$ cat config.mk
export PLATFORM = sky130hd
export DESIGN_NAME = multicycle_ctrl
export DESIGN_NICKNAME = d
export VERILOG_FILES = /design/src/rtl/multicycle_ctrl.sv
export SDC_FILE = /design/constraint.sdc
export NUM_CORES = 1
export LEC_CHECK = 0
export ABC_CLOCK_PERIOD_IN_PS = 2400
export BUFFER_PORTS_ARGS = -buffer_cell sky130_fd_sc_hd__buf_2
export CAP_MARGIN = 20
export CORE_MARGIN = 2
export CORE_UTILIZATION = 45
export CTS_BUF_LIST = sky130_fd_sc_hd__clkbuf_16
export DETAILED_ROUTE_END_ITERATION = 8
export PLACE_DENSITY = 0.8
export SYNTH_ARGS = -nofsm -noshare
export SYNTH_HDL_FRONTEND = slang
export SYNTH_SLANG_ARGS = --single-unit
$ cat constraint.sdc
create_clock -name clk -period 2.4 [get_ports clk]
set_clock_uncertainty 0.05 [all_clocks]
set_input_delay 0.24 -clock clk [delete_from_list [all_inputs] [get_ports clk]]
set_output_delay 0.24 -clock clk [all_outputs]
set_load 0.03 [all_outputs]
$ cat src/rtl/multicycle_ctrl.sv
// -----------------------------------------------------------------------------
// multicycle_ctrl
//
// Multi-cycle sequencer for the execute datapath. Owns the program counter and
// the instruction register, fetches over a request/valid handshake, decodes the
// opcode class and steps every instruction through FETCH/DECODE/EXEC/MEM/WB,
// driving the ALU, branch, register-write and data-memory controls.
//
// Optional feature macro: MULTICYCLE_ILLEGAL_TRAP_EN
//   defined   : an illegal opcode sets the sticky 'illegal' flag and parks the
//               sequencer in HALT until reset.
//   undefined : an illegal opcode retires as a NOP; 'illegal' is tied to 0.
//
// Ports
//   clk, rst_n        clock (rising edge), asynchronous active-low reset
//   imem_req          fetch request (state FETCH)
//   imem_valid/rdata  fetched instruction word and its valid strobe
//   dmem_req/we       data access request (state MEM) and store/load select
//   dmem_ready        data access completes this cycle
//   muxcontrol        branch taken, from the branch unit
//   pc_branch         branch target, from the branch unit
//   pc, ir            current PC and instruction register
//   aluop, alusrc     ALU control class and immediate-operand select
//   branch            branch instruction in flight
//   regwrite          one-cycle register-file write strobe (state WB)
//   memtoreg          write-back source is load data
//   instret           retired-instruction counter
//   illegal           sticky illegal-opcode flag
// -----------------------------------------------------------------------------
module multicycle_ctrl #(
  parameter logic [31:0] RESET_PC = 32'h0000_0000
) (
  input  logic        clk,
  input  logic        rst_n,
  output logic        imem_req,
  input  logic        imem_valid,
  input  logic [31:0] imem_rdata,
  output logic        dmem_req,
  output logic        dmem_we,
  input  logic        dmem_ready,
  input  logic        muxcontrol,
  input  logic [31:0] pc_branch,
  output logic [31:0] pc,
  output logic [31:0] ir,
  output logic [1:0]  aluop,
  output logic        alusrc,
  output logic        branch,
  output logic        regwrite,
  output logic        memtoreg,
  output logic [31:0] instret,
  output logic        illegal
);

  localparam logic [6:0] OPC_R      = 7'b0110011;
  localparam logic [6:0] OPC_I_ALU  = 7'b0010011;
  localparam logic [6:0] OPC_LOAD   = 7'b0000011;
  localparam logic [6:0] OPC_STORE  = 7'b0100011;
  localparam logic [6:0] OPC_BRANCH = 7'b1100011;

  localparam logic [1:0] ALUOP_ADD  = 2'b00;
  localparam logic [1:0] ALUOP_CMP  = 2'b01;
  localparam logic [1:0] ALUOP_FUNC = 2'b10;

  typedef enum logic [2:0] {
    S_FETCH,
    S_DECODE,
    S_EXEC,
    S_MEM,
    S_WB
`ifdef MULTICYCLE_ILLEGAL_TRAP_EN
    ,S_HALT
`endif
  } state_e;

  typedef enum logic [2:0] {
    CLS_ILL,
    CLS_R,
    CLS_I,
    CLS_LOAD,
    CLS_STORE,
    CLS_BRANCH
  } cls_e;

  state_e      state_q,    state_d;
  cls_e        cls_q,      cls_d;
  cls_e        dec_cls;
  logic [31:0] pc_q,       pc_d;
  logic [31:0] ir_q,       ir_d;
  logic [31:0] instret_q,  instret_d;
  logic [1:0]  aluop_q,    aluop_d;
  logic        alusrc_q,   alusrc_d;
  logic        branch_q,   branch_d;
  logic        memtoreg_q, memtoreg_d;
  logic        retire;
  logic [31:0] pc_plus4;

  assign pc_plus4 = pc_q + 32'd4;  // wraps modulo 2^32 by width

  // Opcode class of the held instruction.
  always_comb begin
    case (ir_q[6:0])
      OPC_R:      dec_cls = CLS_R;
      OPC_I_ALU:  dec_cls = CLS_I;
      OPC_LOAD:   dec_cls = CLS_LOAD;
      OPC_STORE:  dec_cls = CLS_STORE;
      OPC_BRANCH: dec_cls = CLS_BRANCH;
      default:    dec_cls = CLS_ILL;
    endcase
  end

`ifdef MULTICYCLE_ILLEGAL_TRAP_EN
  logic illegal_q, illegal_d;
`endif

  // Next-state and next-register logic.
  always_comb begin
    // NOTE: every variable gets a default before the case so no path leaves
    // one unassigned, which would infer a latch.
    state_d    = state_q;
    cls_d      = cls_q;
    pc_d       = pc_q;
    ir_d       = ir_q;
    instret_d  = instret_q;
    aluop_d    = aluop_q;
    alusrc_d   = alusrc_q;
    branch_d   = branch_q;
    memtoreg_d = memtoreg_q;
    retire     = 1'b0;
`ifdef MULTICYCLE_ILLEGAL_TRAP_EN
    illegal_d  = illegal_q;
`endif

    case (state_q)
      S_FETCH: begin
        if (imem_valid) begin
          ir_d    = imem_rdata;
          state_d = S_DECODE;
        end
      end

      S_DECODE: begin
        cls_d   = dec_cls;
        state_d = S_EXEC;
        case (dec_cls)
          CLS_R: begin
            aluop_d  = ALUOP_FUNC;
            alusrc_d = 1'b0;
          end
          CLS_I: begin
            aluop_d  = ALUOP_FUNC;
            alusrc_d = 1'b1;
          end
          CLS_LOAD: begin
            aluop_d    = ALUOP_ADD;
            alusrc_d   = 1'b1;
            memtoreg_d = 1'b1;
          end
          CLS_STORE: begin
            aluop_d  = ALUOP_ADD;
            alusrc_d = 1'b1;
          end
          CLS_BRANCH: begin
            aluop_d  = ALUOP_CMP;
            alusrc_d = 1'b0;
            branch_d = 1'b1;
          end
          default: begin
`ifdef MULTICYCLE_ILLEGAL_TRAP_EN
            illegal_d = 1'b1;
            state_d   = S_HALT;
`endif
          end
        endcase
      end

      S_EXEC: begin
        case (cls_q)
          CLS_BRANCH: begin
            // Branch-unit result is only looked at on this edge.
            pc_d    = muxcontrol ? pc_branch : pc_plus4;
            retire  = 1'b1;
            state_d = S_FETCH;
          end
          CLS_LOAD, CLS_STORE: state_d = S_MEM;
          CLS_R, CLS_I:        state_d = S_WB;
          default: begin
            // Illegal opcode without the trap: behaves as a NOP.
            pc_d    = pc_plus4;
            retire  = 1'b1;
            state_d = S_FETCH;
          end
        endcase
      end

      S_MEM: begin
        if (dmem_ready) begin
          if (cls_q == CLS_STORE) begin
            pc_d    = pc_plus4;
            retire  = 1'b1;
            state_d = S_FETCH;
          end else begin
            state_d = S_WB;
          end
        end
      end

      S_WB: begin
        pc_d    = pc_plus4;
        retire  = 1'b1;
        state_d = S_FETCH;
      end

`ifdef MULTICYCLE_ILLEGAL_TRAP_EN
      S_HALT: state_d = S_HALT;
`endif

      default: state_d = S_FETCH;
    endcase

    // Retirement bumps the counter and clears the decoded controls so they
    // read 0 throughout the next FETCH.
    if (retire) begin
      instret_d  = instret_q + 32'd1;
      aluop_d    = 2'b00;
      alusrc_d   = 1'b0;
      branch_d   = 1'b0;
      memtoreg_d = 1'b0;
    end
  end

  always_ff @(posedge clk or negedge rst_n) begin
    // NOTE: registers update with non-blocking assignments so every flop
    // samples the pre-edge value of the others.
    if (!rst_n) begin
      state_q    <= S_FETCH;
      cls_q      <= CLS_ILL;
      pc_q       <= RESET_PC;
      ir_q       <= '0;
      instret_q  <= '0;
      aluop_q    <= 2'b00;
      alusrc_q   <= 1'b0;
      branch_q   <= 1'b0;
      memtoreg_q <= 1'b0;
    end else begin
      state_q    <= state_d;
      cls_q      <= cls_d;
      pc_q       <= pc_d;
      ir_q       <= ir_d;
      instret_q  <= instret_d;
      aluop_q    <= aluop_d;
      alusrc_q   <= alusrc_d;
      branch_q   <= branch_d;
      memtoreg_q <= memtoreg_d;
    end
  end

`ifdef MULTICYCLE_ILLEGAL_TRAP_EN
  always_ff @(posedge clk or negedge rst_n) begin
    if (!rst_n) illegal_q <= 1'b0;
    else        illegal_q <= illegal_d;
  end
  assign illegal = illegal_q;
`else
  assign illegal = 1'b0;
`endif

  // Outputs come from registers or from the state register only; no
  // handshake input reaches an output combinationally.
  assign imem_req = (state_q == S_FETCH);
  assign dmem_req = (state_q == S_MEM);
  assign dmem_we  = (state_q == S_MEM) && (cls_q == CLS_STORE);
  assign regwrite = (state_q == S_WB);
  assign pc       = pc_q;
  assign ir       = ir_q;
  assign instret  = instret_q;
  assign aluop    = aluop_q;
  assign alusrc   = alusrc_q;
  assign branch   = branch_q;
  assign memtoreg = memtoreg_q;

endmodule

==> impl_results.md, run 1 <==
- Global-route wire length before repair: 23.23 mm
- Final Util: 58.69%
- Max IR drop VDD: 0.9154 mV
- Post-synthesis area per instance: 10.13 um^2
- Ys flop type: dfrtp_1
- Final nets: 765
- Number of H-tree levels: 3
- Initial drt markers: 336
- GPL Wtd Cong: 0.8170
- Vias/cell: 5.740
- Initial antenna violation count: 1
- Die Y-Extent: 112.5 um
- Fmax: 0.4297 GHz
- Worst EP arrival: 2500 ps
- Commonest non-fill, non-tap cells in the layout: 172 x buf_2, 107 x dfrtp_1, 41 x nor2_1, 40 x nand2_1, 39 x a21oi_1
- Final Hold Fails: 0
- Clk slew on worst S/H paths: 70 ps
- Final period utilization: 96.96%
- Power per Cell Area: 1038 mW/mm^2
- Overall die width: 112.5 um
- Flops & latches, synth: 107
- Syn Nets: 594
- Netlist cell types: 65
- Most common cell after layout, fill and taps aside: buf_2
- Asr flop ratio synth: 100.0%
- Worst-path cell chain: nor4bb_1, a31o_2, nor2_4, buf_4, a21oi_1, o22a_1
- Synth warn: 0
- Worst Hold Depth: 2
- Status: finished clean
- WP data required: 2580 ps
- Hold_sp: imem_rdata[3]
- Final Slew Violations: 0
- Via Count: 4,839
- Max cap viols: 0
- Period minus WS final: 2327 ps
- Slew margin rel.: 56.66%
- Worst r2r src: cls_q[2]
- Residual DRC count: 0
- CP max FO: 22
- I/O pin count: 175
- Largest net degree at the start of global routing: 61
- Total power: 0.006983 W
- Critical Path End Type: flip-flop
- Clk root buf: clkbuf_16
- TNS Setup: 0 ps
- Starting Density: 46.19%
- Critical Path Source Type: flip-flop
- DRT Pass-1 Iters: 5
- TritonCTS Buffers: 9
- DRT antenna net count: 0
- Area fraction of the dominant cell type after synthesis: 50.56%
- Worst-Margin Slew: 647.8 ps
- Post-synth EDFFs: 0
- Leak pwr: 3.225 nW
- Synth Cell Area: 0.005296 mm^2
- Core ar.: 0.01147 mm^2
- GR Overflow Total: 0
- Hpwl dp: 10.37 mm
- Syn Inst Count: 523
- R2R setup slack: 70 ps
- CP max stage cell: nor2_4
- Setup Fix Bufs, Post-CTS: 0
- CP peak stage delay: 530 ps
- Routed Wire Length: 14.48 mm
- Clock sink count: 107
- Vias in the first global route: 4,762
- CTS tree: done
- Clk Latency, worst-skew pair: 350 ps
- Setup violations, final: 0
- Avg WL per Cell: 17.18 um
- Buffers on Ports: 173
- RSZ-0062 raised after global routing: true
- FP Rows: 39
- FF-to-FF End: pc[17]
- Synth area leaders: dfrtp_1 51%, mux2_2 4.9%, a21oi_1 3.7%
- Worst Hold Class: in -> reg
- Post-synthesis sequential area ratio: 50.56%
- GRT Resource Usage Total: 22.92%
- R2R cell count: 6
- WS Path Type: reg -> reg
- Dominant cell type by area after synthesis: dfrtp_1
- Worst Hold Path EP: ir[3]
- CTS max path bufs: 2
- Area growth syn-to-layout: 27.07%
- Share of cells above drive strength 1: 35.19%
- Die Area: 0.01265 mm^2
power by group:
part | switching, W | internal (W) | leakage, nW
clock network | 0.000643 | 0.000902 | 0.152
logic | 0.00183 | 0.000979 | 1.70
registers | 0.000401 | 0.00223 | 1.37
total | 0.00287 | 0.00411 | 3.22
cells by family after synthesis:
family / after synthesis / share of synthesized area (%)
multiplexers: 35 / 7.418
XOR/XNOR: 31 / 5.126
AND/OR/NAND/NOR: 188 / 18.92
other: 1 / 0.07080
AO/OA/AOI/OAI: 116 / 14.03
flip-flops: 107 / 50.56
adder cells (fa/ha/maj): 2 / 0.4724
buffers and inverters: 43 / 3.402
routing by layer:
layer	vias to the layer above	GRT usage [%]	wire length, um
met5	-	0	0
met4	0	10.00	299
met3	22	6.156	1272
met2	223	36.35	6821
met1	2358	29.72	6091
li1	2236	-	-
worst max path at each step:
stage                          start          end  slack (ps)
after floorplan           instret[7]  instret[31]          40
after global placement      cls_q[0]  instret[23]         210
after detailed placement    cls_q[0]  instret[19]         100
after CTS                   cls_q[0]       pc[17]          60
after global routing      state_q[1]       pc[17]         -40
final                       cls_q[2]       pc[17]          70
flip-flops by register name, indices dropped and copies added, names as in the netlist:
register and cells:
cls_q 3, ir 32, state_q 3, aluop 2, instret 32, memtoreg 1, pc 32, branch 1
alusrc 1
critical path: cells and delay by family, from the launching register on:
| kind | cells | cell delay (ps) |
|---|---|---|
| buffers and inverters | 1 | 350 |
| DFF | 1 | 460 |
| and+or+nand+nor | 2 | 720 |
| AOI/OAI and AO/OA | 3 | 610 |
final cells by class:
cell class / count / area, um^2
fill: 966 / 4737
sequential: 107 / 2678
tap: 143 / 178.9
inverter: 12 / 45.04
antenna: 1 / 2.502
clock inverter: 7 / 83.83
timing repair buffer: 191 / 1044
clock buffer: 9 / 225.2
multi-input combinational: 373 / 2474
per-stage QoR:
stage | setup slack (ps) | cells | hold slack, ps | area, um^2
after floorplan | 40.43 | 523 | -105.6 | 5306
after CTS | 61.40 | 842 | 41.53 | 6714
after detailed placement | 96.83 | 825 | 221.4 | 6395
after global routing | -38.58 | 843 | 48.13 | 6730
after global placement | 213.3 | 825 | 207.0 | 6395
final | 73.02 | 843 | 54.41 | 6730
cell usage after synthesis (13+ instances only):
cell      count
mux2_2       23
nand3_1      23
xor2_1       18
xnor2_1      13
nand4_1      18
nor3_1       15
nor2_1       41
dfrtp_1     107
o21ai_0      21
nand2_1      40
a21oi_1      39
clkbuf_1     19
repair_timing:
item                                    4_1_cts  5_1_grt
endpoints found under the setup margin        0       17
endpoints found under the hold margin        39        0
resized for setup                             0        3
hold buffers                                  1        0
Power figures use the tool's default switching activity.
==> run 2, diff against run 1 <==
Settings changed: ABC_AREA from default to 1, PLACE_DENSITY 0.8 to 0.79.
==> impl_results.md, run 2 <==
- Clk slew on worst S/H paths: 70 ps (about the same)
- FF-to-FF End: pc[1] (was pc[17])
- Setup Fix Bufs, Post-CTS: 0 (unchanged)
- Leak pwr: 3.867 nW (was 3.225 nW)
- WS Path Type: reg -> reg (unchanged)
- Period minus WS final: 2024 ps (was 2327 ps)
- Max cap viols: 0 (unchanged)
- GRT Resource Usage Total: 22.53% (was 22.92%)
- Count leader, synth: nand2_1 (was dfrtp_1)
- FP Rows: 42 (was 39)
- CTS tree: done (unchanged)
- Post-synthesis area per instance: 7.224 um^2 (was 10.13 um^2)
- Routed Wire Length: 16.09 mm (was 14.48 mm)
- Dominant cell type by area after synthesis: dfrtp_1 (unchanged)
- Die Area: 0.01469 mm^2 (was 0.01265 mm^2)
- RSZ-0062 raised after global routing: false (was true)
- Worst-path cell chain: nor2_1, nand2_1, nand3_2, buf_4, nor3_2, nand2_1, o21ai_0 (was nor4bb_1, a31o_2, nor2_4, buf_4, a21oi_1, o22a_1)
- Buffers on Ports: 173 (unchanged)
- Initial antenna violation count: 0 (was 1)
- Most used cell, CP: nand2_1
- Area fraction of the dominant cell type after synthesis: 43.30% (was 50.56%)
- Starting Density: 46.33% (was 46.19%)
- Core ar.: 0.01335 mm^2 (was 0.01147 mm^2)
- Synth Cell Area: 0.006183 mm^2 (was 0.005296 mm^2)
- Final nets: 1,098 (was 765)
- Largest net degree at the start of global routing: 108 (was 61)
- Ys flop type: dfrtp_1 (unchanged)
- Die Y-Extent: 121.2 um (was 112.5 um)
- I/O pin count: 175 (unchanged)
- CP peak stage delay: 460 ps (was 530 ps)
- Overall die width: 121.2 um (was 112.5 um)
- GPL Wtd Cong: 0.9826 (was 0.8170)
- CP bufs+invs: 1 (unchanged)
- Residual DRC count: 0 (unchanged)
- Worst-Margin Slew: 774.4 ps (was 647.8 ps)
- Worst Hold Class: in -> reg (unchanged)
- Clock sink count: 107 (unchanged)
- Slew margin rel.: 48.18% (was 56.66%)
- Global-route wire length before repair: 26.48 mm (was 23.23 mm)
- Post-synth EDFFs: 0 (unchanged)
- Max IR drop VDD: 0.8131 mV (was 0.9154 mV)
- Final Hold Fails: 0 (unchanged)
- CP max stage cell: nand3_2 (was nor2_4)
- Clk Latency, worst-skew pair: 350 ps (about the same)
- Most common cell after layout, fill and taps aside: nand2_1 (was buf_2)
- Synth warn: 0 (unchanged)
- TritonCTS Buffers: 9 (unchanged)
- Final Slew Violations: 0 (unchanged)
- Status: finished clean (unchanged)
- Hold_sp: pc_branch[0] (was imem_rdata[3])
- Netlist cell types: 31 (was 65)
- Worst hold slack: 38.55 ps (was 54.41 ps)
- Power per Cell Area: 995.2 mW/mm^2 (was 1038 mW/mm^2)
- Avg WL per Cell: 13.32 um (was 17.18 um)
- Asr flop ratio synth: 100.0% (unchanged)
- Share of cells above drive strength 1: 23.55% (was 35.19%)
- Synth area leaders: dfrtp_1 43%, nand2_1 19%, nor2_1 8.5% (was dfrtp_1 51%, mux2_2 4.9%, a21oi_1 3.7%)
- TNS Setup: 0 ps (unchanged)
- Post-synth top cells: 311 x nand2_1, 140 x nor2_1, 107 x dfrtp_1 (was 107 x dfrtp_1, 41 x nor2_1, 40 x nand2_1)
- Worst EP arrival: 2240 ps (was 2500 ps)
- Post-synthesis sequential area ratio: 43.30% (was 50.56%)
- Setup violations, final: 0 (unchanged)
- Hpwl dp: 12.09 mm (was 10.37 mm)
- WP data required: 2620 ps (was 2580 ps)
- Commonest non-fill, non-tap cells in the layout: 311 x nand2_1, 172 x buf_2, 140 x nor2_1, 107 x dfrtp_1, 71 x inv_1 (was 172 x buf_2, 107 x dfrtp_1, 41 x nor2_1, 40 x nand2_1, 39 x a21oi_1)
- # diodes: 0 (was 1)
- Syn Inst Count: 856 (was 523)
- DRT Pass-1 Iters: 4 (was 5)
- Worst r2r src: state_q[0] (was cls_q[2])
- CP max FO: 31 (was 22)
- Top delay family on crit path: simple AND/OR/NAND/NOR gates (unchanged)
- Number of H-tree levels: 3 (unchanged)
- Fmax: 0.4941 GHz (was 0.4297 GHz)
- R2R cell count: 7 (was 6)
- DRT antenna net count: 0 (unchanged)
- R2R setup slack: 380 ps (was 70 ps)
- Area growth syn-to-layout: 21.67% (was 27.07%)
- Worst Hold Depth: 3 (was 2)
- Via Count: 6,026 (was 4,839)
- Vias/cell: 4.988 (was 5.740)
- Critical Path Source Type: flip-flop (unchanged)
- CTS max path bufs: 2 (unchanged)
- Final period utilization: 84.32% (was 96.96%)
- GR Overflow Total: 0 (unchanged)
- Critical Path End Type: flip-flop (unchanged)
- Clk root buf: clkbuf_16 (unchanged)
- Worst Hold Path EP: pc[0] (was ir[3])
- Initial drt markers: 426 (was 336)
- Vias in the first global route: 5,599 (was 4,762)
- Syn Nets: 927 (was 594)
- Flops & latches, synth: 107 (unchanged)
## run 2: metal layers
layer	vias to the layer above	track usage [%]	routed length, um
li1	3018	-	-
met1	2762	30.93	7229
met4	0	5.891	206
met2	230	35.36	7194
met5	-	0	0
met3	16	6.062	1464
## run 2: where the power goes
group	switching [W]	internal, W
Sequential	0.000441	0.00229
Clock	0.000694	0.000807
Combinational	0.00220	0.00106
Total	0.00334	0.00415
## run 2: worst reg2reg max path, delay by kind of cell (launching register included)
family                 cells  cell delay, ps
AO/OA/AOI/OAI              1              90
flip-flops                 1             440
buffers and inverters      1             370
AND/OR/NAND/NOR            5             990
## run 2: through the flow
stage	util [%]	setup slack [ps]	instance area, um^2	total power, W	std cells
finish	56.36	376.2	7523	0.007487	1208
global route	56.36	106.6	7523	0.007970	1208
CTS	56.36	369.3	7523	0.007559	1208
detailed placement	54.10	376.3	7221	0.006039	1191
global placement	54.10	463.8	7221	0.005960	1191
floorplan	-	560.0	6183	0.005092	856
## run 2: kinds of logic (layout without fill, tap and decap cells)
group	after synthesis	in the layout	synth area share (%)
adder cells (fa/ha/maj)	2	2	0.4046
other	1	1	0.06065
AND/OR/NAND/NOR	544	544	36.28
buffers and inverters	95	271	6.778
flip-flops	107	107	43.30
multiplexers	30	30	5.463
AO/OA/AOI/OAI	55	55	4.593
XOR/XNOR	22	22	3.116
## run 2: worst max-delay path by stage
stage	slack, ps	to	startpoint	depth (start not counted)
detailed placement	380	pc[1]	state_q[0]	6
global route	110	pc[1]	state_q[0]	7
CTS	370	pc[1]	state_q[0]	7
global placement	460	pc[0]	state_q[0]	6
floorplan	560	pc[22]	pc[2]	10
finish	380	pc[1]	state_q[0]	7
## run 2: repair_timing
action	4_1_cts	5_1_grt
hold buffers	1	0
gates resized for setup	0	0
hold endpoints to repair	107	0
## run 2: area by class of cell
| cell class | instances | area (um^2) |
|---|---|---|
| multi-input cells | 654 | 3092 |
| repair buffers | 183 | 970.9 |
| clock buffers | 9 | 225.2 |
| inverters | 72 | 270.3 |
| fillers | 1300 | 5824 |
| clock inverters | 7 | 67.56 |
| well taps | 176 | 220.2 |
| flip-flops and latches | 107 | 2678 |
==> run 3, diff against run 2 <==
Settings changed: ABC_AREA 1 to 0, ABC_CLOCK_PERIOD_IN_PS 2400 to 1700, PLACE_DENSITY 0.79 to 0.83.
Clock period 2.4 ns to 1.7 ns, I/O delays scaled along.
==> impl_results.md, run 3 (synthesis results as in run 1) <==
- Status: finished, violations left (was finished clean)
- Failing checks: negative setup slack
- FF/Latch Area: 0.002696 mm^2 (was 0.002678 mm^2)
- Slew margin rel.: 60.80% (was 48.18%)
- Via Count: 5,634 (was 6,026)
- Hold_sp: imem_rdata[16] (was pc_branch[0])
- Worst Hold Class: in -> reg (unchanged)
- Worst-Margin Slew: 588.1 ps (was 774.4 ps)
- CP max FO: 6 (was 31)
- Worst-path cell chain: or3_4, a211oi_4, buf_6, nor2_4, buf_12, nor4_4, xor2_1 (was nor2_1, nand2_1, nand3_2, buf_4, nor3_2, nand2_1, o21ai_0)
- DRT antenna net count: 0 (unchanged)
- Global-route wire length before repair: 29.37 mm (was 26.48 mm)
- Vias in the first global route: 5,704 (was 5,599)
- Fin area: 0.008832 mm^2 (was 0.007523 mm^2)
- Worst r2r src: cls_q[1] (was state_q[0])
- Max IR drop VDD: 1.305 mV (was 0.8131 mV)
- FF-to-FF End: instret[30] (was pc[1])
- Initial drt markers: 571 (was 426)
- GPL Wtd Cong: 0.8476 (was 0.9826)
- Top delay family on crit path: simple AND/OR/NAND/NOR gates (unchanged)
- Period minus WS final: 2072 ps (was 2024 ps)
- CTS max path bufs: 2 (unchanged)
- R2R setup slack: -370 ps (was 380 ps)
- Worst Hold Path EP: ir[16] (was pc[0])
- Worst slack, placed: -440.6 ps (was 376.3 ps)
- Critical Path Source Type: flip-flop (unchanged)
- Clk root buf: clkbuf_16 (unchanged)
- Vias/cell: 5.802 (was 4.988)
- WS Path Type: reg -> reg (unchanged)
- Initial antenna violation count: 0 (unchanged)
- Leak pwr: 4.344 nW (was 3.867 nW)
- Final nets: 894 (was 1,098)
- Clock sink count: 107 (unchanged)
- PnR worst setup slack: -371.7 ps (was 376.2 ps)
- Starting Density: 46.19% (was 46.33%)
- Residual DRC count: 0 (unchanged)
- Worst hold slack: 8.430 ps (was 38.55 ps)
- Hpwl dp: 11.18 mm (was 12.09 mm)
- Fmax: 0.4827 GHz (was 0.4941 GHz)
- DRT Pass-1 Iters: 6 (was 4)
- Avg WL per Cell: 20.66 um (was 13.32 um)
- CP max stage cell: dfrtp_1 (was nand3_2)
- Largest net degree at the start of global routing: 108 (unchanged)
- Share of cells above drive strength 1: 54.83% (was 23.55%)
- WP data required: 1920 ps (was 2620 ps)
- DP Area: 0.007351 mm^2 (was 0.007221 mm^2)
- Setup violations, final: 103 (was 0)
- Routed Wire Length: 20.06 mm (was 16.09 mm)
- Filler Cell Count: 699 (was 1,300)
- RSZ-0062 raised after global routing: true (was false)
- Die Y-Extent: 112.5 um (was 121.2 um)
- Worst EP arrival: 2290 ps (was 2240 ps)
- Final Util: 77.02% (was 56.36%)
- Overall die width: 112.5 um (was 121.2 um)
- Final period utilization: 121.9% (was 84.32%)
- Die Area: 0.01265 mm^2 (was 0.01469 mm^2)
- Multi-input gate area: 0.003162 mm^2 (was 0.003092 mm^2)
- Clk Latency, worst-skew pair: 350 ps (about the same)
- CP bufs+invs: 2 (was 1)
- R2R cell count: 7 (unchanged)
- CP peak stage delay: 430 ps (was 460 ps)
- Commonest non-fill, non-tap cells in the layout: 169 x buf_2, 92 x dfrtp_1, 89 x buf_4, 37 x nand2_1, 35 x nor2_1 (was 311 x nand2_1, 172 x buf_2, 140 x nor2_1, 107 x dfrtp_1, 71 x inv_1)
- # diodes: 0 (unchanged)
- I/O pin count: 175 (unchanged)
- FP Rows: 39 (was 42)
- Final Slew Violations: 0 (unchanged)
- Core ar.: 0.01147 mm^2 (was 0.01335 mm^2)
- Critical Path End Type: flip-flop (unchanged)
- CTS tree: done (unchanged)
- Buffers on Ports: 173 (unchanged)
- Worst Hold Depth: 2 (was 3)
- Area growth syn-to-layout: 66.76% (was 21.67%)
- Number of H-tree levels: 3 (unchanged)
- GRT Resource Usage Total: 29.39% (was 22.53%)
- Max cap viols: 0 (unchanged)
- Clk slew on worst S/H paths: 80 ps (was 70 ps)
- Most common cell after layout, fill and taps aside: buf_2 (was nand2_1)
- Final Hold Fails: 0 (unchanged)
- Power per Cell Area: 1460 mW/mm^2 (was 995.2 mW/mm^2)
- TritonCTS Buffers: 9 (unchanged)
- GR Overflow Total: 0 (unchanged)
==> run 3: cell count changes in the layout (fill, tap and decap cells not counted), moves of 14 or more <==
cell           change
buf_4             +81
nor2_1           -105
dfrtp_2           +15
o21ai_0           -18
dfrtp_1           -15
inv_1             -62
dlygate4sd3_1     +21
mux2_2            -30
nand3_1           -22
buf_6             +16
nand3b_1          -14
mux2_4            +34
nand2_1          -274
==> run 3: cell type report <==
type	instances	share of cell area, %
multi-input cells	373	35.80
flip-flops and latches	107	30.53
repair buffers	320	27.45
clock buffers	9	2.550
well taps	143	2.026
clock inverters	7	1.133
inverters	12	0.5100
==> run 3: report_power, final <==
part	total, W	switching [W]	internal, W
combinational	0.00681	0.00369	0.00312
clock	0.00231	0.00101	0.00131
sequential	0.00378	0.000614	0.00316
total	0.0129	0.00531	0.00759
==> run 3: worst register-to-register path, stage by stage (launching register included) <==
cell	delay [ps]
dfrtp_1	430
or3_4	420
a211oi_4	270
buf_6	150
nor2_4	50
buf_12	150
nor4_4	300
xor2_1	170
==> run 3: routing by layer <==
metal / vias to the layer above / part of all wire, % / track usage (%) / routed length (um)
met5: - / 0 / 0 / 0
met1: 2767 / 36 / 34.79 / 7251
li1: 2494 / - / - / -
met2: 304 / 53 / 52.13 / 10690
met3: 69 / 7.3 / 6.641 / 1455
met4: 0 / 3.3 / 11.22 / 663
==> run 3: worst max path at each step <==
stage                from     endpoint  slack [ps]  cells after the start
3_5_place_dp     cls_q[1]  instret[23]        -440                      6
3_3_place_gp     cls_q[1]  instret[23]        -340                      6
4_1_cts          cls_q[1]  instret[30]        -350                      7
5_1_grt          cls_q[1]   instret[8]        -430                      8
6_report         cls_q[1]  instret[30]        -370                      7
2_1_floorplan  instret[6]  instret[31]        -510                      7
==> run 3: metrics by stage <==
step,setup TNS (ps),total power (W),std cells
after floorplan,-19100,0.007322,523
final,-23520,0.01290,971
after CTS,-17710,0.01203,953
after global routing,-29880,0.01336,971
after detailed placement,-17920,0.008914,898
after global placement,-13770,0.008701,898
==> run 3: repair_timing <==
item	CTS	global route
cloned	5	3
buffers inserted	17	14
hold endpoints to repair	124	4
hold buffers	18	4
pin swaps	18	23
endpoints found under the setup margin	94	106
gates resized for setup	61	51
